===== src/rtl/div_seq.sv =====
// Iterative radix-2 restoring divider for MIPS DIV/DIVU, one quotient bit per cycle.
// Define DIV_SIGNED_EN to support signed DIV; otherwise every op runs unsigned.
module div_seq #(
  parameter int WIDTH = 32
) (
  input  logic                 clk,
  input  logic                 rst,
  input  logic                 start_i,
  input  logic                 signed_i,
  input  logic                 annul_i,
  input  logic [WIDTH-1:0]     opdata1_i,
  input  logic [WIDTH-1:0]     opdata2_i,
  output logic [2*WIDTH-1:0]   result_o,
  output logic                 ready_o,
  output logic                 stall_o,
  output logic [1:0]           dbg_state_o
);

  // Handshake: EX holds start_i (with stable operands) until it sees ready_o;
  // ready_o stays high with result_o stable until start_i drops, and stall_o
  // holds the pipeline for every cycle a request is pending without a result.

  typedef enum logic [1:0] {
    IDLE = 2'd0,
    ZERO = 2'd1,
    BUSY = 2'd2,
    DONE = 2'd3
  } state_t;

  state_t               state;
  logic [5:0]           cnt;
  logic [2*WIDTH:0]     work;
  logic [WIDTH-1:0]     divisor_q;

  logic [2*WIDTH:0]     shifted;
  logic [WIDTH+1:0]     trial;
  logic [2*WIDTH:0]     step;
  logic [WIDTH-1:0]     quot_fix;
  logic [WIDTH-1:0]     rem_fix;
  logic [WIDTH-1:0]     abs_dividend;
  logic [WIDTH-1:0]     abs_divisor;

  // work[2*WIDTH] is always 0 after a step because the remainder stays below the divisor.
  logic                 unused_bits;

`ifdef DIV_SIGNED_EN
  logic                 neg_quot_q;
  logic                 neg_rem_q;

  function automatic logic [WIDTH-1:0] abs_val(input logic [WIDTH-1:0] v, input logic en);
    return (en && v[WIDTH-1]) ? -v : v;
  endfunction

  assign abs_dividend = abs_val(opdata1_i, signed_i);
  assign abs_divisor  = abs_val(opdata2_i, signed_i);
  assign quot_fix     = neg_quot_q ? -step[WIDTH-1:0]       : step[WIDTH-1:0];
  assign rem_fix      = neg_rem_q  ? -step[2*WIDTH-1:WIDTH] : step[2*WIDTH-1:WIDTH];
  assign unused_bits  = work[2*WIDTH];
`else
  assign abs_dividend = opdata1_i;
  assign abs_divisor  = opdata2_i;
  assign quot_fix     = step[WIDTH-1:0];
  assign rem_fix      = step[2*WIDTH-1:WIDTH];
  assign unused_bits  = work[2*WIDTH] ^ signed_i;
`endif

  // One restoring iteration: shift, trial-subtract the divisor from the upper half.
  always_comb begin
    shifted = {work[2*WIDTH-1:0], 1'b0};
    trial   = {1'b0, shifted[2*WIDTH:WIDTH]} - {2'b00, divisor_q};
    if (!trial[WIDTH+1]) begin
      step = {trial[WIDTH:0], shifted[WIDTH-1:1], 1'b1};
    end else begin
      step = shifted;
    end
  end

  assign stall_o     = start_i & ~ready_o;
  assign dbg_state_o = state;

  always_ff @(posedge clk) begin
    if (rst || annul_i) begin
      state     <= IDLE;
      cnt       <= 6'd0;
      work      <= '0;
      divisor_q <= '0;
      result_o  <= '0;
      ready_o   <= 1'b0;
`ifdef DIV_SIGNED_EN
      neg_quot_q <= 1'b0;
      neg_rem_q  <= 1'b0;
`endif
    end else begin
      case (state)
        IDLE: begin
          ready_o <= 1'b0;
          if (start_i) begin
            if (opdata2_i == '0) begin
              state <= ZERO;
            end else begin
              state     <= BUSY;
              cnt       <= 6'd0;
              work      <= {{(WIDTH+1){1'b0}}, abs_dividend};
              divisor_q <= abs_divisor;
`ifdef DIV_SIGNED_EN
              neg_quot_q <= signed_i & (opdata1_i[WIDTH-1] ^ opdata2_i[WIDTH-1]);
              neg_rem_q  <= signed_i & opdata1_i[WIDTH-1];
`endif
            end
          end
        end
        ZERO: begin
          state    <= DONE;
          result_o <= '0;
        end
        BUSY: begin
          work <= step;
          cnt  <= cnt + 6'd1;
          if (cnt == 6'd31) begin
            state    <= DONE;
            result_o <= {rem_fix, quot_fix};
          end
        end
        DONE: begin
          // ready_o follows DONE by one registered cycle, so it rises after entry.
          if (start_i) begin
            ready_o <= 1'b1;
          end else begin
            state   <= IDLE;
            ready_o <= 1'b0;
          end
        end
        default: state <= IDLE;
      endcase
    end
  end

endmodule


===== config.mk =====
export PLATFORM = sky130hd
export DESIGN_NAME = div_seq
export DESIGN_NICKNAME = d
export VERILOG_FILES = /design/src/rtl/div_seq.sv
export SDC_FILE = /design/constraint.sdc
export NUM_CORES = 1
export LEC_CHECK = 0
export CORE_MARGIN = 4
export CORE_UTILIZATION = 50
export CTS_CLUSTER_SIZE = 12
export DETAILED_ROUTE_END_ITERATION = 7
export PLACE_DENSITY = 0.79
export SYNTH_ARGS = -nofsm -noshare
export SYNTH_HDL_FRONTEND = slang
export SYNTH_SLANG_ARGS = --single-unit

===== constraint.sdc =====
create_clock -name clk -period 3.6 [get_ports clk]
set_clock_uncertainty 0.1 [all_clocks]
set_input_delay 0.54 -clock clk [delete_from_list [all_inputs] [get_ports clk]]
set_output_delay 0.54 -clock clk [all_outputs]
set_load 0.02 [all_outputs]

==> impl_metrics.csv <==
group,metric,value,unit
floorplanning,io_pins,137,
cells_and_area,layout_commonest_cell,"dfxtp_1",
synthesis,ys.flop_type,"dfxtp_1",
power_and_ir_drop,max-vdd-ir-drop,0.3427,mV
setup_path,cp_cell_sequence,"inv_1, ha_1, fa_1, nand2b_1, a21oi_1, o211a_1, a31oi_1, o41ai_1, buf_4, a31oi_1, xor2_1, o21ai_0",
flow_run,maxCapViolCount,0,
setup_path,slowest_delay,0.40,ns
clock_tree,cts_hold_buffers,0,
floorplanning,fp.dieW,139.1,um
clock_tree,cts-root-buf,"clkbuf_16",
cells_and_area,layout.cells.non_filler,1364,
synthesis,synth-async-reset-ratio,0,
setup_path,critical_path.max_fanout,4,
floorplanning,core-area,16700,um^2
status,status,"completed",
synthesis,syn_inst,1014,
sta,finalHoldViolCount,0,
clock_tree,clock-sinks,169,
power_and_ir_drop,cellLeakagePower,4.131,nW
floorplanning,die-area,19350,um^2
setup_path,crit_start,"work[31]",
cells_and_area,drive_gt1_frac,0.05944,
clock_tree,cts_tree,"built",
clock_tree,cts_setup_buffers,0,
place,postPlaceCellArea,10210,um^2
sta,max_freq,0.3117,GHz
synthesis,seq_area_frac_synth,0.3937,
grt,grt_pass1_vias,7423,
setup_path,worstSetupStartpointType,"flop",
synthesis,yosysWarnings,0,
clock_tree,cts_buffers,17,
route,drt-vias-per-instance,5.809,
route,drc_errors,0,
setup_path,critical_path.endpoint_type,"flop",
route,drt-pass1-iter-count,5,
cells_and_area,final_nets,1237,
setup_path,r2r-start,"work[31]",
route,wirelength,23.35,mm
cells_and_area,fill_cells,1458,
synthesis,syn_area,8593,um^2
grt,grt_pass1_wl,37.58,mm
cells_and_area,n_antenna_cell,0,
clock_tree,htree_levels,4,
setup_path,reg2reg_slack,0.39,ns
setup_path,crit_top_cell,"a31oi_1",
worst_hold_path,whs_endpoint,"result_o[55]",
cells_and_area,mostFrequentLayoutCells,"dfxtp_1 (169), clkdlybuf4s50_1 (135), nand2_1 (105)",
synthesis,ys_seq_elements,169,
grt,grt.total_usage,0.2359,
clock_tree,cts_resized,0,
floorplanning,chipHeight,139.1,um
grt,grt_max_degree,89,
worst_hold_path,hp-start,"result_o[55]",
power_and_ir_drop,powerDensity,433.6,nW/um^2
sta,final.setup.tns,0,ns
route,wl_per_cell,17.12,um
clock_tree,clk_pin_slew,0.06,ns
setup_path,cpMaxStageDelayCell,"fa_1",
cells_and_area,final_util,0.6468,
setup_path,arrival,3.38,ns
sta,period_needed,3.208,ns
clock_tree,insertion_delay,0.43,ns
sta,setup_viol_count_final,0,
sta,worst_pin_slew,0.7549,ns
synthesis,synth_nets,1120,
grt,antenna_found_initial,0,
worst_hold_path,whs_path_depth,2,
setup_path,r2r_end,"work[58]",
sta,report.final.slew_viol_count,0,
cells_and_area,syn_to_final_growth,25.71,%
synthesis,ys_types,62,
sta,rsz0062_at_grt,"no",
floorplanning,rows,47,
place,dp.cells,1332,
route,final_antenna_net_count,0,
place,globalplace.congestion,0.9334,
synthesis,syn_area_per_cell,8.475,um^2
setup_path,crit_type,"reg2reg",
setup_path,ff2ff_path_depth,12,
synthesis,synth_edf_count,0,
setup_path,cp.required,3.77,ns
place,hpwl,16.16,mm
floorplanning,initial_core_util,0.5145,
sta,slew_headroom,0.4914,
route,via_count,7923,
route,drt_iter0_drc,531,
place,io_buffers,135,
cells_and_area,final_area,10800,um^2
sta,finalCritPeriodShare,0.8911,
clock_tree,cts_buffer_depth,2,
grt,grt-ovfl-total,0,
worst_hold_path,worstHoldPathType,"reg2reg",
==> worst max-delay path, delay by kind of cell, from the launching register on <==
kind / cells / cell delay [ns]
compound gates: 6 / 1.27
xor+xnor: 1 / 0.25
buf+inv: 2 / 0.26
fa+ha+maj: 2 / 0.64
simple gates: 1 / 0.19
flops: 1 / 0.34
==> cell families after synthesis <==
kind of cell	count (synthesis)	synth area share
multiplexers	88	0.1029
AO/OA/AOI/OAI	260	0.1954
AND/OR/NAND/NOR	324	0.1727
buffers and inverters	107	0.05096
XOR/XNOR	29	0.02956
flip-flops	169	0.3937
adder cells (fa/ha/maj)	37	0.05475
==> synth_stat cells (4+ instances only) <==
library cell    n  area, um^2
nand3b_1        4       30.03
nor2b_1         4       25.02
a22o_1          4       35.03
nand3_1        45       225.2
clkbuf_1       49       183.9
or3_1           5       31.28
nor4_1          8       50.05
a32oi_1        14       122.6
and2_1          6       37.54
a211o_1         6       52.55
inv_1          46       172.7
and3_1          4       25.02
a21oi_1        69       345.3
mux2i_1        85       850.8
ha_1           36       450.4
nand2_1       105       394.1
xor2_1         13       113.9
dfxtp_1       169        3383
a211oi_1       37       277.8
xnor2_1        16       140.1
o21ai_0        62       310.3
nor2_1        102       382.9
nand4_1        16       100.1
buf_2           4       20.02
o41ai_1         5       43.79
a21o_1         12       90.09
nor3_1          9       45.04
o211ai_1        6       45.04
o21a_1          8       60.06
a31oi_1        10       62.56
==> cell type report <==
type                       instances  area (um^2)  share of cell area
inverter                          46        172.7             0.01598
tap                              220        275.3             0.02548
clock inverter                    11        136.4             0.01262
sequential                       169         3383              0.3132
timing repair buffer             159         1582              0.1464
clock buffer                      21        460.4             0.04262
multi-input combinational        738         4793              0.4437
==> stage by stage <==
stage	power, mW	hold WS (ns)	setup slack (ns)
floorplan	2.581	0.3493	0.8893
global placement	2.836	0.3362	0.4335
detailed placement	2.845	0.3448	0.3558
CTS	4.701	0.3566	0.4537
global route	4.862	0.3744	0.1779
finish	4.684	0.3519	0.3919
==> report_power, final <==
part | switching, mW | internal (mW) | total, mW
combinational | 0.515 | 0.372 | 0.887
sequential | 0.0280 | 1.91 | 1.94
clock | 0.788 | 1.07 | 1.86
total | 1.33 | 3.35 | 4.68
==> worst max-delay path by stage <==
stage / slack (ns) / end
5_1_grt: 0.18 / work[58]
6_report: 0.39 / work[58]
3_5_place_dp: 0.36 / work[58]
3_3_place_gp: 0.43 / work[58]
4_1_cts: 0.45 / work[58]
2_1_floorplan: 0.89 / work[58]
==> flip-flops by register name, indices dropped and copies added, names as in the netlist <==
| name | flops |
|---|---|
| work | 64 |
| ready_o | 1 |
| dbg_state_o | 2 |
| cnt | 6 |
| divisor_q | 32 |
| result_o | 64 |
==> layer usage <==
| metal | GRT usage | vias up | part of all wire |
|---|---|---|---|
| met1 | 0.3195 | 3723 | 0.46 |
| li1 | - | 3881 | - |
| met2 | 0.3705 | 264 | 0.45 |
| met4 | 0.09732 | 0 | 0.030 |
| met5 | 0 | - | 0 |
| met3 | 0.04586 | 55 | 0.058 |
No activity file was read; power rests on OpenSTA's default activity.
